**src/rtl/retire_stage.sv**
```systemverilog
// retire_stage: in-order commit from the ROB head window.
// Frees pregs, updates the arch map, commits stores, drains on halt.
`ifndef N
`define N 3
`endif
`ifndef NUM_SCALAR_BITS
`define NUM_SCALAR_BITS 2
`endif
`ifndef PHYS_REG_BITS
`define PHYS_REG_BITS 6
`endif

package retire_pkg;
  typedef struct packed {
    logic                      complete;
    logic                      halt;
    logic                      is_store;
    logic [4:0]                dest_arch;
    logic [`PHYS_REG_BITS-1:0] t_new;
    logic [`PHYS_REG_BITS-1:0] t_old;
    logic [31:0]               pc;
  } ROB_EXIT_PACKET;
endpackage

module retire_stage
  import retire_pkg::*;
#(
  parameter int WATCHDOG_CYCLES = 1024,
  parameter int CNT_BITS        = 64
) (
  input  logic                                     clock,
  input  logic                                     reset,
  input  ROB_EXIT_PACKET [`N-1:0]                  rob_outputs,
  input  logic [`NUM_SCALAR_BITS-1:0]              rob_outputs_valid,
  output logic [`NUM_SCALAR_BITS-1:0]              num_retiring,
  input  logic                                     store_commit_ready,
  output logic                                     store_commit_valid,
  input  logic                                     store_buffer_empty,
  output logic [`N-1:0]                            free_valid,
  output logic [`N-1:0][`PHYS_REG_BITS-1:0]        free_preg,
  output logic [`N-1:0]                            arch_map_we,
  output logic [`N-1:0][4:0]                       arch_map_idx,
  output logic [`N-1:0][`PHYS_REG_BITS-1:0]        arch_map_preg,
  output logic                                     halted,
  output logic [CNT_BITS-1:0]                      retired_count,
  output logic                                     deadlock
);

  localparam int WD_BITS = $clog2(WATCHDOG_CYCLES + 1);
  localparam logic [WD_BITS-1:0] WD_MAX = WD_BITS'(WATCHDOG_CYCLES);

  typedef enum logic [1:0] {RUN, DRAIN, HALTED} state_t;

  state_t               state_q, state_d;
  logic [WD_BITS-1:0]   wd_q, wd_d;
  logic                 dead_d;
  logic                 run;
  logic [`N-1:0]        retire;
  logic [`N-1:0]        shadowed;
  logic                 store_hit;
  logic                 halt_hit;
  logic                 go;
  logic                 unused_pc;

  assign run = (state_q == RUN) && !reset;

  // Oldest-first scan; first failing slot blocks everything younger.
  always_comb begin
    retire       = '0;
    num_retiring = '0;
    store_hit    = 1'b0;
    halt_hit     = 1'b0;
    go           = run;
    for (int i = 0; i < `N; i++) begin
      if (go && i < int'(rob_outputs_valid)
          && rob_outputs[i].complete && !halt_hit
          && !(rob_outputs[i].is_store
               && (store_hit || !store_commit_ready))) begin
        retire[i]    = 1'b1;
        num_retiring = num_retiring + 1'b1;
        store_hit    = store_hit | rob_outputs[i].is_store;
        halt_hit     = halt_hit | rob_outputs[i].halt;
      end else begin
        go = 1'b0;
      end
    end
  end

  assign store_commit_valid = store_hit;

  // A younger retiring write to the same arch reg owns the mapping.
  always_comb begin
    shadowed = '0;
    for (int i = 0; i < `N; i++) begin
      for (int j = 0; j < `N; j++) begin
        if (j > i && retire[j]
            && rob_outputs[j].dest_arch == rob_outputs[i].dest_arch)
          shadowed[i] = 1'b1;
      end
    end
  end

  always_comb begin
    free_valid    = '0;
    free_preg     = '0;
    arch_map_we   = '0;
    arch_map_idx  = '0;
    arch_map_preg = '0;
    for (int i = 0; i < `N; i++) begin
      if (retire[i] && rob_outputs[i].dest_arch != 5'd0) begin
        free_valid[i] = 1'b1;
        free_preg[i]  = rob_outputs[i].t_old;
        if (!shadowed[i]) begin
          arch_map_we[i]   = 1'b1;
          arch_map_idx[i]  = rob_outputs[i].dest_arch;
          arch_map_preg[i] = rob_outputs[i].t_new;
        end
      end
    end
  end

  always_comb begin
    unused_pc = 1'b0;
    for (int i = 0; i < `N; i++)
      unused_pc = unused_pc ^ (^rob_outputs[i].pc);
  end

  always_comb begin
    state_d = state_q;
    unique case (state_q)
      RUN:     if (halt_hit) state_d = DRAIN;
      DRAIN:   if (store_buffer_empty) state_d = HALTED;
      HALTED:  state_d = HALTED;
      default: state_d = RUN;
    endcase
  end

  // Watchdog only advances while running; drain/halt freeze it.
  always_comb begin
    wd_d = wd_q;
    if (state_q == RUN) begin
      if (rob_outputs_valid == '0 || num_retiring != '0)
        wd_d = '0;
      else if (wd_q != WD_MAX)
        wd_d = wd_q + 1'b1;
    end
    dead_d = deadlock | ((state_q == RUN) && (wd_d == WD_MAX));
  end

  always_ff @(posedge clock) begin
    if (reset) begin
      state_q       <= RUN;
      wd_q          <= '0;
      deadlock      <= 1'b0;
      retired_count <= '0;
    end else begin
      state_q       <= state_d;
      wd_q          <= wd_d;
      deadlock      <= dead_d;
      retired_count <= retired_count + CNT_BITS'(num_retiring);
    end
  end

  assign halted = (state_q == HALTED);

endmodule

```
**config.mk**
```make
export PLATFORM = sky130hd
export DESIGN_NAME = retire_stage
export DESIGN_NICKNAME = d
export VERILOG_FILES = /design/src/rtl/retire_stage.sv
export SDC_FILE = /design/constraint.sdc
export NUM_CORES = 1
export LEC_CHECK = 0
export CAP_MARGIN = 40
export CORE_MARGIN = 2
export CORE_UTILIZATION = 37
export CTS_CLUSTER_SIZE = 20
export DETAILED_ROUTE_END_ITERATION = 6
export GPL_ROUTABILITY_DRIVEN = 0
export GPL_TIMING_DRIVEN = 0
export PLACE_DENSITY = 0.83
export SKIP_CTS_REPAIR_TIMING = 1
export SKIP_LAST_GASP = 1
export SYNTH_ARGS = -nofsm -noshare
export SYNTH_HDL_FRONTEND = slang
export SYNTH_SLANG_ARGS = --single-unit
```
**constraint.sdc**
```tcl
create_clock -name clock -period 5.6 [get_ports clock]
set_clock_uncertainty 0.05 [all_clocks]
set_input_delay 0.84 -clock clock [delete_from_list [all_inputs] [get_ports clock]]
set_output_delay 0.84 -clock clock [all_outputs]
set_load 0.05 [all_outputs]
```
==> flow_metrics.env, run 1 <==
export IMPL_vias_per_cell=5.09
export IMPL_setup_violations=0
export IMPL_min_period_ps=5310
export IMPL_setup_slack_ps=293
export IMPL_grt_overflow_total=0
export IMPL_hold_path_end="deadlock"
export IMPL_antenna_left=0
export IMPL_regToRegEndpoint="retired_count[60]"
export IMPL_drt_initial_drc_count=221
export IMPL_peakVddDrop_uv=203
export IMPL_vias=4768
export IMPL_dp_cells=919
export IMPL_cp_data_arrival_time_ps=5460
export IMPL_postSynthAreaPerCell_um2=8.19
export IMPL_fmax_ghz=0.188
export IMPL_totalPowerFinal_w=0.00160
export IMPL_drc=0
export IMPL_ys_flop_type="dfxtp_1"
export IMPL_whs_ps=422
export IMPL_drive_gt1_share_pct=5.61
export IMPL_area_delta_synth_final_pct=53.9
export IMPL_synth_nets=732
export IMPL_r2r_cells=20
export IMPL_root_buffer="clkbuf_16"
export IMPL_max_cap_violations=0
export IMPL_portBuffers=191
export IMPL_holdCritPathClass="reg -> reg"
export IMPL_finalNonFillerCells=936
export IMPL_synth_top_area_cell="dfxtp_1"
export IMPL_final_common_cell="clkdlybuf4s50_1"
export IMPL_cts_tree="yes"
export IMPL_drv_slew=0
export IMPL_ys_seq_area_share_pct=34.1
export IMPL_yosys_top_cells_area="dfxtp_1 34%, xor2_1 11%, and2_1 6.7%, nor2_1 6.4%, xnor2_1 4.6%"
export IMPL_die_y_um=115
export IMPL_first_pass_iters=5
export IMPL_finalCritPeriodShare_pct=94.8
export IMPL_grt_start_max_net_pins=15
export IMPL_synth_distinct_cells=57
export IMPL_numCtsBuffers=9
export IMPL_timing_rr_start="state_q[0]"
export IMPL_wl_per_cell_um=15.3
export IMPL_end_kind="flop"
export IMPL_ff2ff_setup_slack_ps=760
export IMPL_dp_hpwl_mm=11.4
export IMPL_cts_sinks=78
export IMPL_clock_latency_ps=330
export IMPL_status="finished, final reports clean"
export IMPL_grt_total_usage_pct=20.9
export IMPL_ios=288
export IMPL_whs_path_depth=2
export IMPL_core_area_um2=12100
export IMPL_htree_levels=3
export IMPL_antenna_found_initial=1
export IMPL_rsz0062_at_grt="no"
export IMPL_relSlewSlack_pct=37.0
export IMPL_synth_top_area_share_pct=34.1
export IMPL_cp_start_kind="input pin"
export IMPL_grt_pass1_vias=4238
export IMPL_fillers=1123
export IMPL_synth_seq_cells=78
export IMPL_cts_buffer_depth=2
export IMPL_power_density_nw_per_um2=227
export IMPL_path_clk_slew_ps=60
export IMPL_p_leak_nw=2.51
export IMPL_synth_edf_count=0
export IMPL_dp_slack_ps=-188
export IMPL_fp_dieW_um=115
export IMPL_syn_instance_count=559
export IMPL_synthArstFlopShare_pct=0
export IMPL_rows=40
export IMPL_hp_start="deadlock"
export IMPL_synthesis_area_um2=4580
export IMPL_hold_viol_final=0
export IMPL_design_die_area_um2=13300
export IMPL_cp_required_ps=5750
export IMPL_worstPathMaxFanout=10
export IMPL_initial_utilization_pct=37.9
export IMPL_tightest_slew_ps=938
export IMPL_criticalPathCategory="in -> reg"
export IMPL_synth_warnings=0
export IMPL_wl_mm=14.3
export IMPL_final_cell_mix="191 x clkdlybuf4s50_1, 78 x nor2_1, 78 x dfxtp_1"
export IMPL_grt_pass1_wl_mm=21.8
export IMPL_final_nets=935
==> cells by family after synthesis <==
family | Yosys count | synth area share, %
and+or+nand+nor | 287 | 34.1
DFF | 78 | 34.1
buffers and inverters | 44 | 4.18
adders and majority gates | 11 | 3.17
muxes | 2 | 0.437
AOI/OAI and AO/OA | 55 | 8.28
xor gates and xnor gates | 82 | 15.7
==> registers in the layout, indices dropped and copies added, names as in the netlist <==
register	cells
retired_count	64
state_q	2
wd_q	11
deadlock	1
==> layout make-up <==
class / count / area [um^2] / share of cell area [%]
inverters: 20 / 77.6 / 1.10
diodes: 1 / 2.50 / 0.0355
clock inverters: 6 / 93.8 / 1.33
repair buffers: 192 / 1920 / 27.2
plain buffers: 24 / 114 / 1.62
flip-flops and latches: 78 / 1560 / 22.2
multi-input cells: 437 / 2830 / 40.2
well taps: 168 / 210 / 2.98
clock buffers: 10 / 239 / 3.39
==> how the worst max path moves through the flow <==
stage	from	to	slack (ps)	cells after the start
4_1_cts	store_commit_ready	retired_count[60]	150	18
5_1_grt	store_commit_ready	retired_count[60]	20	18
3_3_place_gp	reset	retired_count[60]	-260	16
3_5_place_dp	store_commit_ready	retired_count[60]	-190	18
2_1_floorplan	rob_outputs[103]	retired_count[60]	370	17
6_report	store_commit_ready	retired_count[60]	290	18
==> layer usage <==
layer | global-route usage (%) | routed length [um]
met1 | 24.8 | 5680
met2 | 37.3 | 7190
met3 | 4.85 | 1160
met4 | 6.67 | 312
met5 | 0 | 0
==> synthesized netlist by cell type, drive strengths merged (3+ instances only) <==
| cell | count |
|---|---|
| and2 | 58 |
| nor2 | 78 |
| nand2b | 8 |
| ha | 10 |
| nand3 | 34 |
| a21oi | 15 |
| buf | 8 |
| and3 | 10 |
| o21ai | 10 |
| nor3b | 3 |
| or3 | 10 |
| nand4 | 27 |
| o221ai | 3 |
| nor4 | 4 |
| nor3 | 15 |
| and4 | 7 |
| xor2 | 58 |
| nand2 | 24 |
| a211oi | 8 |
| xnor2 | 24 |
| clkbuf | 16 |
| dfxtp | 78 |
| inv | 20 |
==> report_power, final <==
group          leakage, nW  switching, W  internal, W  total [W]
combinational         1.72      0.000221     0.000161   0.000382
clock                0.159      0.000229     0.000405   0.000635
sequential           0.629     0.0000159     0.000568   0.000584
==> critical path, cell delays in order <==
cell and delay [ps]:
clkdlybuf4s50_1 580, inv_2 80, o21ai_0 230, and3_4 250
inv_4 60, or3_4 380, buf_6 140, xnor2_1 260
ha_1 220, inv_1 60, fa_1 470, or3_1 410
clkbuf_1 230, nor3_4 520, buf_2 340, nand4_1 140
xnor2_1 190, nor2_1 50
==> metrics by stage <==
step           TNS [ps]  utilization [%]  instance area, um^2
3_5_place_dp      -1120             55.6                 6700
5_1_grt               0             58.4                 7040
2_1_floorplan         0                -                 4580
6_report              0             58.4                 7050
4_1_cts               0             58.3                 7040
3_3_place_gp      -1820             55.5                 6700
Power figures use the tool's default switching activity.
==> run 2: changes to the inputs <==
Settings changed: CORE_MARGIN 2 to unset.
==> flow_metrics.env, run 2 (same netlist as run 1, synthesis figures left out) <==
export IMPL_relSlewSlack_pct=37.9
export IMPL_critPathTopFamily="buffers and inverters"
export IMPL_dp_hpwl_mm=11.2
export IMPL_drive_gt1_share_pct=5.61
export IMPL_cp_start_kind="input pin"
export IMPL_top_register="retired_count"
export IMPL_wl_mm=14.3
export IMPL_cpMaxStageDelayCell="clkdlybuf4s50_1"
export IMPL_peakVddDrop_uv=164
export IMPL_rsz0062_at_grt="no"
export IMPL_postPlaceCellArea_um2=6680
export IMPL_multi_input_comb_area_um2=2830
export IMPL_p_leak_nw=2.50
export IMPL_vias=4731
export IMPL_tightest_slew_ps=924
export IMPL_slowest_delay_ps=800
export IMPL_cts_sinks=78
export IMPL_numCtsBuffers=9
export IMPL_drv_slew=0
export IMPL_fmax_ghz=0.190
export IMPL_finalNonFillerCells=918
export IMPL_power_density_nw_per_um2=229
export IMPL_setup_violations=0
export IMPL_drc=0
export IMPL_portBuffers=191
export IMPL_ios=288
export IMPL_worst_path_buf_inv=4
export IMPL_whs_path_depth=2
export IMPL_rows=40
export IMPL_grt_start_max_net_pins=15
export IMPL_grt_pass1_vias=4318
export IMPL_drt_initial_drc_count=254
export IMPL_holdCritPathClass="reg -> reg"
export IMPL_first_pass_iters=5
export IMPL_initial_utilization_pct=38.1
export IMPL_ff_latch_area_um2=1560
export IMPL_path_cells="clkdlybuf4s50_1 > and2b_1 > nor3_1 > inv_1 > a21oi_1 > o41ai_1 > a41oi_1 > buf_2 > and2_1 > clkdlybuf4s50_1"
export IMPL_worstPathMaxFanout=10
export IMPL_fp_dieW_um=113
export IMPL_biggestRegsByFlops="retired_count: 64 flops, wd_q: 11 flops, state_q: 2 flops"
export IMPL_wl_per_cell_um=15.6
export IMPL_criticalPathCategory="in -> out"
export IMPL_grt_overflow_total=0
export IMPL_grt_pass1_wl_mm=21.9
export IMPL_design_die_area_um2=12800
export IMPL_area_delta_synth_final_pct=53.5
export IMPL_die_y_um=113
export IMPL_antenna_left=0
export IMPL_end_kind="output port"
export IMPL_finalCritPeriodShare_pct=94.2
export IMPL_cts_buffer_depth=2
export IMPL_htree_levels=3
export IMPL_vias_per_cell=5.15
export IMPL_cts_tree="yes"
export IMPL_utilization_pct=58.5
export IMPL_min_period_ps=5280
export IMPL_hold_path_end="deadlock"
export IMPL_regToRegEndpoint="retired_count[26]"
export IMPL_antenna_found_initial=5
export IMPL_fin_setup_tns_ps=0
export IMPL_grt_total_usage_pct=21.9
export IMPL_cp_data_arrival_time_ps=4390
export IMPL_cp_required_ps=4710
export IMPL_whs_ps=411
export IMPL_status="finished, final reports clean"
export IMPL_fillers=1067
export IMPL_final_cell_mix="191 x clkdlybuf4s50_1, 78 x nor2_1, 78 x dfxtp_1"
export IMPL_cpMostUsedCell="clkdlybuf4s50_1"
export IMPL_timing_rr_start="state_q[0]"
export IMPL_clock_latency_ps=340
export IMPL_final_common_cell="clkdlybuf4s50_1"
export IMPL_hold_viol_final=0
export IMPL_path_clk_slew_ps=60
export IMPL_design_area_um2=7030
export IMPL_largest_reg_flops=64
export IMPL_root_buffer="clkbuf_16"
export IMPL_dp_cells=898
export IMPL_max_cap_violations=0
export IMPL_final_nets=935
export IMPL_ff2ff_setup_slack_ps=780
export IMPL_hp_start="deadlock"
export IMPL_core_area_um2=12000
export IMPL_r2r_cells=20
run 2: how the worst max path moves through the flow:
stage	endpoint	cells after the start	start
finish	arch_map_idx[0]	10	store_commit_ready
global route	arch_map_preg[0]	10	store_commit_ready
CTS	retired_count[60]	18	store_commit_ready
detailed placement	retired_count[60]	18	store_commit_ready
global placement	retired_count[60]	16	store_commit_ready
floorplan	retired_count[60]	17	rob_outputs[103]
run 2: layer usage:
metal  GRT usage (%)  up-vias  part of all wire [%]
li1                -     2330                     -
met1            25.6     2177                    41
met2            37.0      194                    47
met3            7.93       26                   9.4
met4            7.81        4                   2.0
met5               0        -                  0.19
run 2: power by group:
part | internal, W | switching, W
sequential | 0.000568 | 0.0000164
clock | 0.000405 | 0.000237
combinational | 0.000161 | 0.000222
run 2: through the flow:
stage,worst slack (ps),total power [W]
floorplan,374,0.000835
global placement,-211,0.000971
detailed placement,-178,0.000976
CTS,180,0.00162
global route,7.29,0.00168
finish,323,0.00161
run 2: cell type report:
| class | instances | area share [%] |
|---|---|---|
| inverters | 20 | 1.10 |
| repair buffers | 192 | 27.3 |
| clock inverters | 6 | 1.32 |
| clock buffers | 10 | 3.40 |
| well taps | 147 | 2.62 |
| diodes | 4 | 0.142 |
| flip-flops and latches | 78 | 22.2 |
| plain buffers | 24 | 1.62 |
| multi-input cells | 437 | 40.3 |
run 2: worst min-delay path, cell delays in order (launching register included):
cell and delay [ps]:
dfxtp_1 310, inv_1 50, o32ai_1 60
==> run 3: changes to the inputs <==
Settings changed: CORE_ASPECT_RATIO set to 0.5.
==> flow_metrics.env, run 3 (same netlist as run 1, synthesis figures left out) <==
export IMPL_combPwrFrac_pct=25.1
export IMPL_p_sw_w=0.000493
export IMPL_biggestRegsByFlops="retired_count: 64 flops, wd_q: 11 flops, state_q: 2 flops"
export IMPL_rsz0062_at_grt="no"
export IMPL_wl_mm=13.7
export IMPL_antenna_left=0
export IMPL_cts_sinks=78
export IMPL_initial_utilization_pct=38.3
export IMPL_final_nets=934
export IMPL_worstPathMaxFanout=10
export IMPL_end_kind="flop"
export IMPL_clock_latency_ps=340
export IMPL_cp_required_ps=5760
export IMPL_portBuffers=191
export IMPL_grt_pass1_wl_mm=22.0
export IMPL_grt_total_usage_pct=21.1
export IMPL_vias_per_cell=5.07
export IMPL_relSlewSlack_pct=40.7
export IMPL_root_buffer="clkbuf_16"
export IMPL_utilization_pct=58.5
export IMPL_grt_pass1_vias=4559
export IMPL_peakVddDrop_uv=160
export IMPL_wl_per_cell_um=14.7
export IMPL_final_common_cell="clkdlybuf4s50_1"
export IMPL_htree_levels=3
export IMPL_fp_dieW_um=159
export IMPL_largest_reg_flops=64
export IMPL_grt_start_max_net_pins=17
export IMPL_antenna_found_initial=0
export IMPL_hold_path_end="deadlock"
export IMPL_first_pass_iters=7
export IMPL_drt_initial_drc_count=245
export IMPL_holdCritPathClass="reg -> reg"
export IMPL_min_period_ps=5190
export IMPL_timing_rr_start="state_q[0]"
export IMPL_regToRegEndpoint="retired_count[62]"
export IMPL_hp_start="deadlock"
export IMPL_rows=28
export IMPL_grt_overflow_total=0
export IMPL_drc=2
export IMPL_fin_setup_tns_ps=0
export IMPL_drv_slew=0
export IMPL_fmax_ghz=0.193
export IMPL_top_register="retired_count"
export IMPL_swShare_pct=32.1
export IMPL_die_y_um=80.6
export IMPL_numCtsBuffers=9
export IMPL_core_area_um2=11900
export IMPL_seqPwrFrac_pct=38.1
export IMPL_drive_gt1_share_pct=5.61
export IMPL_r2r_cells=20
export IMPL_cp_start_kind="input pin"
export IMPL_ios=288
export IMPL_whs_ps=417
export IMPL_max_cap_violations=0
export IMPL_setup_violations=0
export IMPL_vias=4719
export IMPL_cts_buffer_depth=2
export IMPL_ff2ff_setup_slack_ps=820
export IMPL_design_die_area_um2=12800
export IMPL_final_cell_mix="191 x clkdlybuf4s50_1, 78 x nor2_1, 78 x dfxtp_1"
export IMPL_status="complete, but fails checks"
export IMPL_cts_tree="yes"
export IMPL_failed_checks="design-rule violations"
export IMPL_cp_data_arrival_time_ps=5350
export IMPL_criticalPathCategory="in -> reg"
export IMPL_hold_viol_final=0
export IMPL_dp_hpwl_mm=10.5
export IMPL_p_leak_nw=2.48
export IMPL_power_density_nw_per_um2=219
export IMPL_tightest_slew_ps=883
export IMPL_area_delta_synth_final_pct=52.8
export IMPL_diodes=0
export IMPL_finalCritPeriodShare_pct=92.7
export IMPL_path_clk_slew_ps=60
export IMPL_power_frac_clock_pct=36.9
export IMPL_whs_path_depth=2
export IMPL_internal_power_w=0.00104
-- run 3: final cells by class --
cell class                      count  area, um^2
Fill cell                        1041        4950
Multi-Input combinational cell    437        2840
Timing Repair Buffer              191        1910
Sequential cell                    78        1560
Clock buffer                        9         225
Tap cell                          165         206
Buffer                             24         114
Inverter                           20        77.6
Clock inverter                      7        62.6
-- run 3: critical path: stages --
cell	delay [ps]
clkdlybuf4s50_1	450
clkbuf_1	230
nor2_1	190
and3_4	240
inv_4	60
or3_4	380
buf_6	150
xnor2_1	220
ha_1	210
inv_1	60
fa_1	470
or3_1	390
clkbuf_1	220
nor3_4	470
buf_2	340
nand3_1	140
xor2_1	210
nor2_1	70
-- run 3: worst max-delay path by stage --
stage	slack, ps	from	depth (start not counted)	to
after detailed placement	-240	store_commit_ready	16	retired_count[60]
after CTS	110	store_commit_ready	16	retired_count[62]
final	410	reset	18	retired_count[62]
after global routing	80	reset	18	retired_count[60]
after floorplan	370	rob_outputs[103]	17	retired_count[60]
after global placement	-140	reset	16	retired_count[60]
-- run 3: power groups by stage --
stage | logic, W | clock network (W) | registers, W
final | 0.000385 | 0.000566 | 0.000584
after global routing | 0.000416 | 0.000596 | 0.000585
after CTS | 0.000381 | 0.000573 | 0.000583
after detailed placement | 0.000377 | 0 | 0.000596
after global placement | 0.000368 | 0 | 0.000595
after floorplan | 0.000237 | 0 | 0.000597
-- run 3: routing by layer --
layer  track usage [%]  vias to the layer above  routed length, um
met5                 0                        -                  0
met4              7.12                        0                262
met3              3.98                       25                658
met2              39.5                      153               6980
met1              24.5                     2215               5770
li1                  -                     2326                  -
-- run 3: metrics by stage --
stage / instance area (um^2) / worst slack [ps] / power, W / cells
after floorplan: 4580 / 374 / 0.000835 / 559
after global placement: 6700 / -137 / 0.000963 / 915
after detailed placement: 6700 / -242 / 0.000973 / 915
after CTS: 6980 / 112 / 0.00154 / 931
after global routing: 6990 / 78.0 / 0.00160 / 931
final: 6990 / 407 / 0.00153 / 931
